<file path="src/rtl/weight_read_addr_gen.sv">
// Read-side address generator for the weight double buffer: walks OC1 -> reuse -> slice order.
// Optional stall-cycle counter output is enabled by defining WEIGHT_RD_STALL_CNT_EN.
module weight_read_addr_gen #(
    parameter int unsigned BANK_ADDR_WIDTH = 32,
    parameter int unsigned COUNTER_WIDTH   = 16
) (
    input  logic                       i_clk,
    input  logic                       i_rst,
    input  logic                       i_config_en,
    input  logic [COUNTER_WIDTH-1:0]   i_config_oc1,
    input  logic [COUNTER_WIDTH-1:0]   i_config_reuse,
    input  logic [BANK_ADDR_WIDTH-1:0] i_config_slice,
    input  logic                       i_bank_ready,
    input  logic                       i_addr_ready,
    output logic [BANK_ADDR_WIDTH-1:0] o_addr,
    output logic                       o_addr_valid,
    output logic                       o_last_addr,
    output logic                       o_bank_done
`ifdef WEIGHT_RD_STALL_CNT_EN
    ,
    output logic [31:0]                o_stall_cycles
`endif
);

    typedef enum logic [1:0] {
        StIdle,
        StRead,
        StDone
    } state_e;

    localparam logic [COUNTER_WIDTH-1:0]   CntOne  = COUNTER_WIDTH'(1);
    localparam logic [BANK_ADDR_WIDTH-1:0] AddrOne = BANK_ADDR_WIDTH'(1);

    state_e                     r_state;
    state_e                     w_state_next;

    logic [COUNTER_WIDTH-1:0]   r_oc1;
    logic [COUNTER_WIDTH-1:0]   r_reuse;
    logic [BANK_ADDR_WIDTH-1:0] r_slice;
    logic [COUNTER_WIDTH-1:0]   w_oc1_next;
    logic [COUNTER_WIDTH-1:0]   w_reuse_next;
    logic [BANK_ADDR_WIDTH-1:0] w_slice_next;

    logic [BANK_ADDR_WIDTH-1:0] r_inner;
    logic [COUNTER_WIDTH-1:0]   r_reuse_cnt;
    logic [COUNTER_WIDTH-1:0]   r_oc1_cnt;
    logic [BANK_ADDR_WIDTH-1:0] r_base;
    logic [BANK_ADDR_WIDTH-1:0] w_inner_next;
    logic [COUNTER_WIDTH-1:0]   w_reuse_cnt_next;
    logic [COUNTER_WIDTH-1:0]   w_oc1_cnt_next;
    logic [BANK_ADDR_WIDTH-1:0] w_base_next;

    logic w_cfg_load;
    logic w_start;
    logic w_fire;
    logic w_inner_last;
    logic w_reuse_last;
    logic w_oc1_last;

    assign w_cfg_load   = (r_state == StIdle) && i_config_en;
    assign w_start      = (r_state == StIdle) && i_bank_ready;
    assign w_fire       = (r_state == StRead) && i_addr_ready;

    assign w_inner_last = (r_inner == r_slice - AddrOne);
    assign w_reuse_last = (r_reuse_cnt == r_reuse - CntOne);
    assign w_oc1_last   = (r_oc1_cnt == r_oc1 - CntOne);

    // A zero bound would make the pass infinite, so it loads as one.
    always_comb begin
        w_oc1_next   = r_oc1;
        w_reuse_next = r_reuse;
        w_slice_next = r_slice;
        if (w_cfg_load) begin
            w_oc1_next   = (i_config_oc1 == '0) ? CntOne : i_config_oc1;
            w_reuse_next = (i_config_reuse == '0) ? CntOne : i_config_reuse;
            w_slice_next = (i_config_slice == '0) ? AddrOne : i_config_slice;
        end
    end

    always_comb begin
        w_state_next     = r_state;
        w_inner_next     = r_inner;
        w_reuse_cnt_next = r_reuse_cnt;
        w_oc1_cnt_next   = r_oc1_cnt;
        w_base_next      = r_base;
        case (r_state)
            StIdle: begin
                if (i_bank_ready) begin
                    w_state_next     = StRead;
                    w_inner_next     = '0;
                    w_reuse_cnt_next = '0;
                    w_oc1_cnt_next   = '0;
                    w_base_next      = '0;
                end
            end
            StRead: begin
                if (w_fire) begin
                    if (!w_inner_last) begin
                        w_inner_next = r_inner + AddrOne;
                    end else begin
                        w_inner_next = '0;
                        if (!w_reuse_last) begin
                            w_reuse_cnt_next = r_reuse_cnt + CntOne;
                        end else begin
                            w_reuse_cnt_next = '0;
                            if (!w_oc1_last) begin
                                w_oc1_cnt_next = r_oc1_cnt + CntOne;
                                w_base_next    = r_base + r_slice;
                            end else begin
                                // Counters park at zero so addr reads 0 outside READ.
                                w_oc1_cnt_next = '0;
                                w_base_next    = '0;
                                w_state_next   = StDone;
                            end
                        end
                    end
                end
            end
            StDone: begin
                w_state_next = StIdle;
            end
            default: begin
                w_state_next = StIdle;
            end
        endcase
    end

    always_ff @(posedge i_clk) begin
        if (i_rst) begin
            r_state <= StIdle;
        end else begin
            r_state <= w_state_next;
        end
    end

    always_ff @(posedge i_clk) begin
        if (i_rst) begin
            r_oc1       <= CntOne;
            r_reuse     <= CntOne;
            r_slice     <= AddrOne;
            r_inner     <= '0;
            r_reuse_cnt <= '0;
            r_oc1_cnt   <= '0;
            r_base      <= '0;
        end else begin
            r_oc1       <= w_oc1_next;
            r_reuse     <= w_reuse_next;
            r_slice     <= w_slice_next;
            r_inner     <= w_inner_next;
            r_reuse_cnt <= w_reuse_cnt_next;
            r_oc1_cnt   <= w_oc1_cnt_next;
            r_base      <= w_base_next;
        end
    end

    assign o_addr       = r_base + r_inner;
    assign o_addr_valid = (r_state == StRead);
    assign o_last_addr  = (r_state == StRead) && w_inner_last && w_reuse_last && w_oc1_last;
    assign o_bank_done  = (r_state == StDone);

`ifdef WEIGHT_RD_STALL_CNT_EN
    logic [31:0] r_stall_cycles;

    always_ff @(posedge i_clk) begin
        if (i_rst || w_start) begin
            r_stall_cycles <= '0;
        end else if ((r_state == StRead) && !i_addr_ready && (r_stall_cycles != '1)) begin
            r_stall_cycles <= r_stall_cycles + 32'd1;
        end
    end

    assign o_stall_cycles = r_stall_cycles;
`endif

endmodule

</file>
<file path="config.mk">
export PLATFORM = sky130hd
export DESIGN_NAME = weight_read_addr_gen
export DESIGN_NICKNAME = d
export VERILOG_FILES = /design/src/rtl/weight_read_addr_gen.sv
export SDC_FILE = /design/constraint.sdc
export NUM_CORES = 1
export LEC_CHECK = 0
export CAP_MARGIN = 10
export CORE_AREA = 2 2 156 158
export DETAILED_ROUTE_END_ITERATION = 10
export DIE_AREA = 0 0 158 160
export HOLD_SLACK_MARGIN = 0.08
export PLACE_DENSITY = 0.79
export SETUP_SLACK_MARGIN = 0.5
export SYNTH_ARGS = -nofsm -noshare
export SYNTH_HDL_FRONTEND = slang
export SYNTH_SLANG_ARGS = --single-unit
export TNS_END_PERCENT = 5
</file>
<file path="constraint.sdc">
create_clock -name i_clk -period 5.8 [get_ports i_clk]
set_clock_uncertainty 0.1 [all_clocks]
set_input_delay 1.45 -clock i_clk [delete_from_list [all_inputs] [get_ports i_clk]]
set_output_delay 1.45 -clock i_clk [all_outputs]
set_load 0.1 [all_outputs]
</file>
After elaboration in Yosys (flattened, before gate mapping)
Cells that the tools add are included.
{"block": "totals", "reg_bits": 162, "wordCells": 68, "output_inout_bits": 35}
{"block": "classes", "n_reduce_logical": 14, "eq_ne": 10, "addsub": 8, "n_mux": 28}
{"cell": "32-bit two-way mux", "n": 8}
{"cell": "16-bit two-way mux", "n": 10}
{"cell": "32-bit case mux with 2 select lines", "n": 2}
{"cell": "32-bit adder", "n": 2}
{"cell": "16-bit case mux with 2 select lines", "n": 2}
{"cell": "16-bit by 1-bit adder with 16-bit output, second input constant", "n": 2}
{"cell": "32-bit by 1-bit adder with 32-bit output, second input constant", "n": 1}
{"cell": "16-bit == test", "n": 2}
{"cell": "32-bit == test", "n": 1}
{"cell": "16-bit logical NOT", "n": 2}
{"cell": "32-bit logical NOT", "n": 1}
{"cell": "16-bit by 1-bit subtractor with 16-bit output, second input constant", "n": 2}
{"cell": "32-bit by 1-bit subtractor with 32-bit output, second input constant", "n": 1}
{"cell": "2-bit two-way mux", "n": 5}
{"cell": "5-bit AND reduction", "n": 2}
{"cell": "2-bit by 1-bit inequality test with 1-bit output, second input constant", "n": 4}
{"cell": "1-bit logical AND", "n": 5}
{"cell": "2-bit case mux with 2 select lines", "n": 1}
{"cell": "4-bit AND reduction", "n": 1}
{"cell": "3-bit AND reduction", "n": 1}
{"cell": "2-bit by 1-bit == test with 1-bit output, second input constant", "n": 1}
{"cell": "2-bit == test, second input constant", "n": 1}
{"cell": "2-bit logical NOT", "n": 1}
{"cell": "2-bit inequality test, second input constant", "n": 1}
{"cell": "2-bit nonzero test", "n": 1}

Longest topological paths before layout
{"block": "logic_depth", "ltp_word": 7, "depth_mapped": 15}

Worst setup path after synthesis
Ideal clock, no wire load.
{"block": "synth_timing", "path_kind": "reg2out", "startpoint": "register r_inner[6]", "endpoint": "output o_addr[31]", "slack_ns": -3.090, "t_required_ns": 4.250, "t_arrival_ns": 7.340, "stages_incl_launch_ff": 12, "n_path_buf": 0, "path_cell_list": "dfxtp_1 -> ha_1 -> a2111o_1 -> o21ai_0 -> or2_2 -> o21ai_0 -> a2111o_1 -> a31oi_1 -> o221ai_1 -> a211o_1 -> mux2i_1 -> a2111oi_0"}
{"block": "synth_between", "elab_chain_len": 1}
{"element": "from (decl)", "line": "44", "text": "logic [BANK_ADDR_WIDTH-1:0] r_inner;"}
{"element": "from (signal assigned)", "line": "149", "text": "r_inner <= w_inner_next;"}
{"element": "32-bit adder", "line": "156", "text": "assign o_addr = r_base + r_inner;"}
{"element": "to (decl)", "line": "15", "text": "output logic [BANK_ADDR_WIDTH-1:0] o_addr,"}
No other way between the ends.

Worst setup path in the final report
{"block": "layout_timing", "startpoint": "register r_inner[0]", "endpoint": "output o_addr[30]"}
The elaborated chain is that of the path after synthesis.

==> impl_metrics.toml <==
[outcome]
run_status = "finished clean"

[routing]
antenna_left = 0
vias_per_cell = 5.94
drc_errors = 0
first_pass_iters = 5
wl_mm = 32.5
dr.first_iter.drc_count = 891
wire_per_inst_um = 17.0
vias = 11373

[critical_path]
crit_required_ps = 4250
cp-start-kind = "flip-flop"
path_class = "reg -> out"
critPathCaptureType = "primary output"
worstPathMaxFanout = 7
arrival_ps = 3660

[placed_design]
place_ws_ps = 459
place_area_mm2 = 0.0130
dp.cells = 1874
place_congestion = 0.932
dpl.hpwl_mm = 24.4
port_buffers = 103

[pwr]
leakage_nw = 5.67
power_per_cell_area_mw_per_mm2 = 212
p_total_mw = 2.95
irDropWorstVdd_uv = 202

[layout]
fillers = 2186
final_common_cell = "nand2_1"
multi_input_area_mm2 = 0.00824
antenna_cells = 0
drive_above_1_share = 0.0931
postLayoutCellArea_mm2 = 0.0139
final_cells = 1914
utilization = 0.584
nets = 1716
areaGrowthSynthToFinish_pct = 19.7
layout_common_cells = "nand2_1 (196), dfxtp_1 (153), nor2_1 (128)"
regArea_mm2 = 0.00326

[floorplan]
core-area_mm2 = 0.0238
fp-row-count = 57
start_util = 0.488
dieArea_mm2 = 0.0253
die_w_um = 158
die_h_um = 160
io_pins = 104

[yosys]
netlist_instances = 1497
ys.flop_type = "dfxtp_1"
async_reset_ff_frac = 0
synth_area_mm2 = 0.0116
synth-edff-count = 0
synth-seq-area-share = 0.279
yosysWarningCount = 0
synth_seq_cells = 162
syn_nets = 1636
synth.avg_cell_area_um2 = 7.76
synth_cell_types = 76

[sta]
fin_crit_ps = 5210
period_share = 0.897
setup_ws_ps = 595
setup-violations-final = 0
hold_ws_ps = 375
fmax_ghz = 0.192
final.setup.tns_ps = 0
final-max-slew-violation-count = 0
hold_viol_final = 0
tightest_slew_ps = 981
rsz0062_at_grt = "true"
slew_headroom = 0.329

[cts]
cts_tree = "yes"
path_clk_slew_ps = 60
postCtsHoldBufs = 0
cts_sinks = 162
cts_buffer_depth = 2
cts-htree-levels = 4
cts_buffers = 17
root_buffer = "clkbuf_16"
insertion_delay_ps = 440

[grt]
antenna_found_initial = 0
gr-total-overflow = 0
track_usage = 0.255
grt_pass1_vias = 10534
grt_max_degree = 46
grt_pass1_wl_mm = 52.1

[flow_run]
maxCapViolations = 0

[hold_path]
hold_class = "reg -> reg"
==> critical path, stage by stage (launching register included) <==
cell and delay (ps):
dfxtp_4 390, ha_1 190, inv_1 60, fa_2 350, nor2b_2 160, o2111a_1 260
o21ai_2 90, a21oi_2 200, a41oi_2 190, o221ai_2 330, a211oi_2 150, o21ai_2 190
a311oi_2 120, xnor2_1 190, bufbuf_16 330
==> state kept, by name (all words and copies together) (netlist names) <==
signal / count
r_base: 32
r_inner: 32
r_slice: 32
r_oc1: 16
r_oc1_cnt: 16
r_reuse: 16
r_reuse_cnt: 16
r_state: 2
==> layer usage <==
layer  vias to the layer above  global-route usage  part of all wire
li1                       5578                   -                 -
met1                      5359               0.324              0.43
met2                       359               0.426              0.48
met3                        77              0.0437             0.052
met4                         0               0.107             0.035
met5                         -                   0                 0
==> path summary, 6_finish.rpt <==
kind,from,endpoint,depth (start not counted),slack [ps]
worst max-delay path,r_inner[0]$_SDFFE_PP0P_,o_addr[30],14,590
worst max register to register,r_slice[10]$_SDFFE_PP0P_,r_inner[17]$_SDFFE_PP0P_,14,1350
worst min-delay path,r_oc1[15]$_SDFFE_PP0P_,r_oc1[15]$_SDFFE_PP0P_,2,380
worst min register to register,r_oc1[15]$_SDFFE_PP0P_,r_oc1[15]$_SDFFE_PP0P_,2,380
==> power breakdown <==
| part | total [mW] | internal, mW | switching (mW) | leakage, nW |
|---|---|---|---|---|
| logic | 0.555 | 0.221 | 0.333 | 4.06 |
| registers | 1.21 | 1.15 | 0.0620 | 1.32 |
| clock network | 1.18 | 0.713 | 0.471 | 0.295 |
==> logic make-up after synthesis <==
| kind of cell | after synthesis | share of synthesized area |
|---|---|---|
| AOI/OAI and AO/OA | 363 | 0.206 |
| xor gates and xnor gates | 186 | 0.140 |
| adders and majority gates | 70 | 0.0766 |
| buffers and inverters | 104 | 0.0354 |
| DFF | 162 | 0.279 |
| muxes | 7 | 0.00614 |
| and+or+nand+nor | 605 | 0.257 |
==> area by class of cell <==
type	count	area share
Timing Repair Buffer	125	0.0892
Inverter	40	0.0108
Tap cell	324	0.0291
Multi-Input combinational cell	1231	0.593
Clock inverter	8	0.00900
Sequential cell	162	0.235
Clock buffer	24	0.0346
==> synthesized netlist by cell type (7+ instances only) <==
cell type  count  area (um2)
o21ai_1       11        55.1
nor3_1        41         205
o21a_1        12        90.1
xnor2_1      104         911
nor2b_1       10        62.6
a21o_1        28         210
and2_1        10        62.6
o2111ai_1      7        61.3
o21ai_0       39         195
clkbuf_1      54         203
a2111oi_0      7        61.3
o31ai_1       12        90.1
or4_1         12        90.1
nand4_1       29         181
or3_1         16         100
nand2_1      198         743
nor2_1       128         480
and3_1        29         181
a21oi_1      126         631
a22o_1        29         254
nor4_1        32         200
nand2b_1      18         113
a31oi_1        9        56.3
inv_1         40         150
xor2_1        82         718
nand3_1       46         230
a211oi_1      14         105
ha_1          68         851
dfxtp_1      162        3240
o211ai_1       9        67.6
==> timing repair <==
action | in CTS | in global routing
gates resized for setup | 20 | 48
endpoints found under the setup margin | 11 | 11
pin swaps | 5 | 17
buffers inserted | 3 | 5
(Power assumes the default switching activity.)
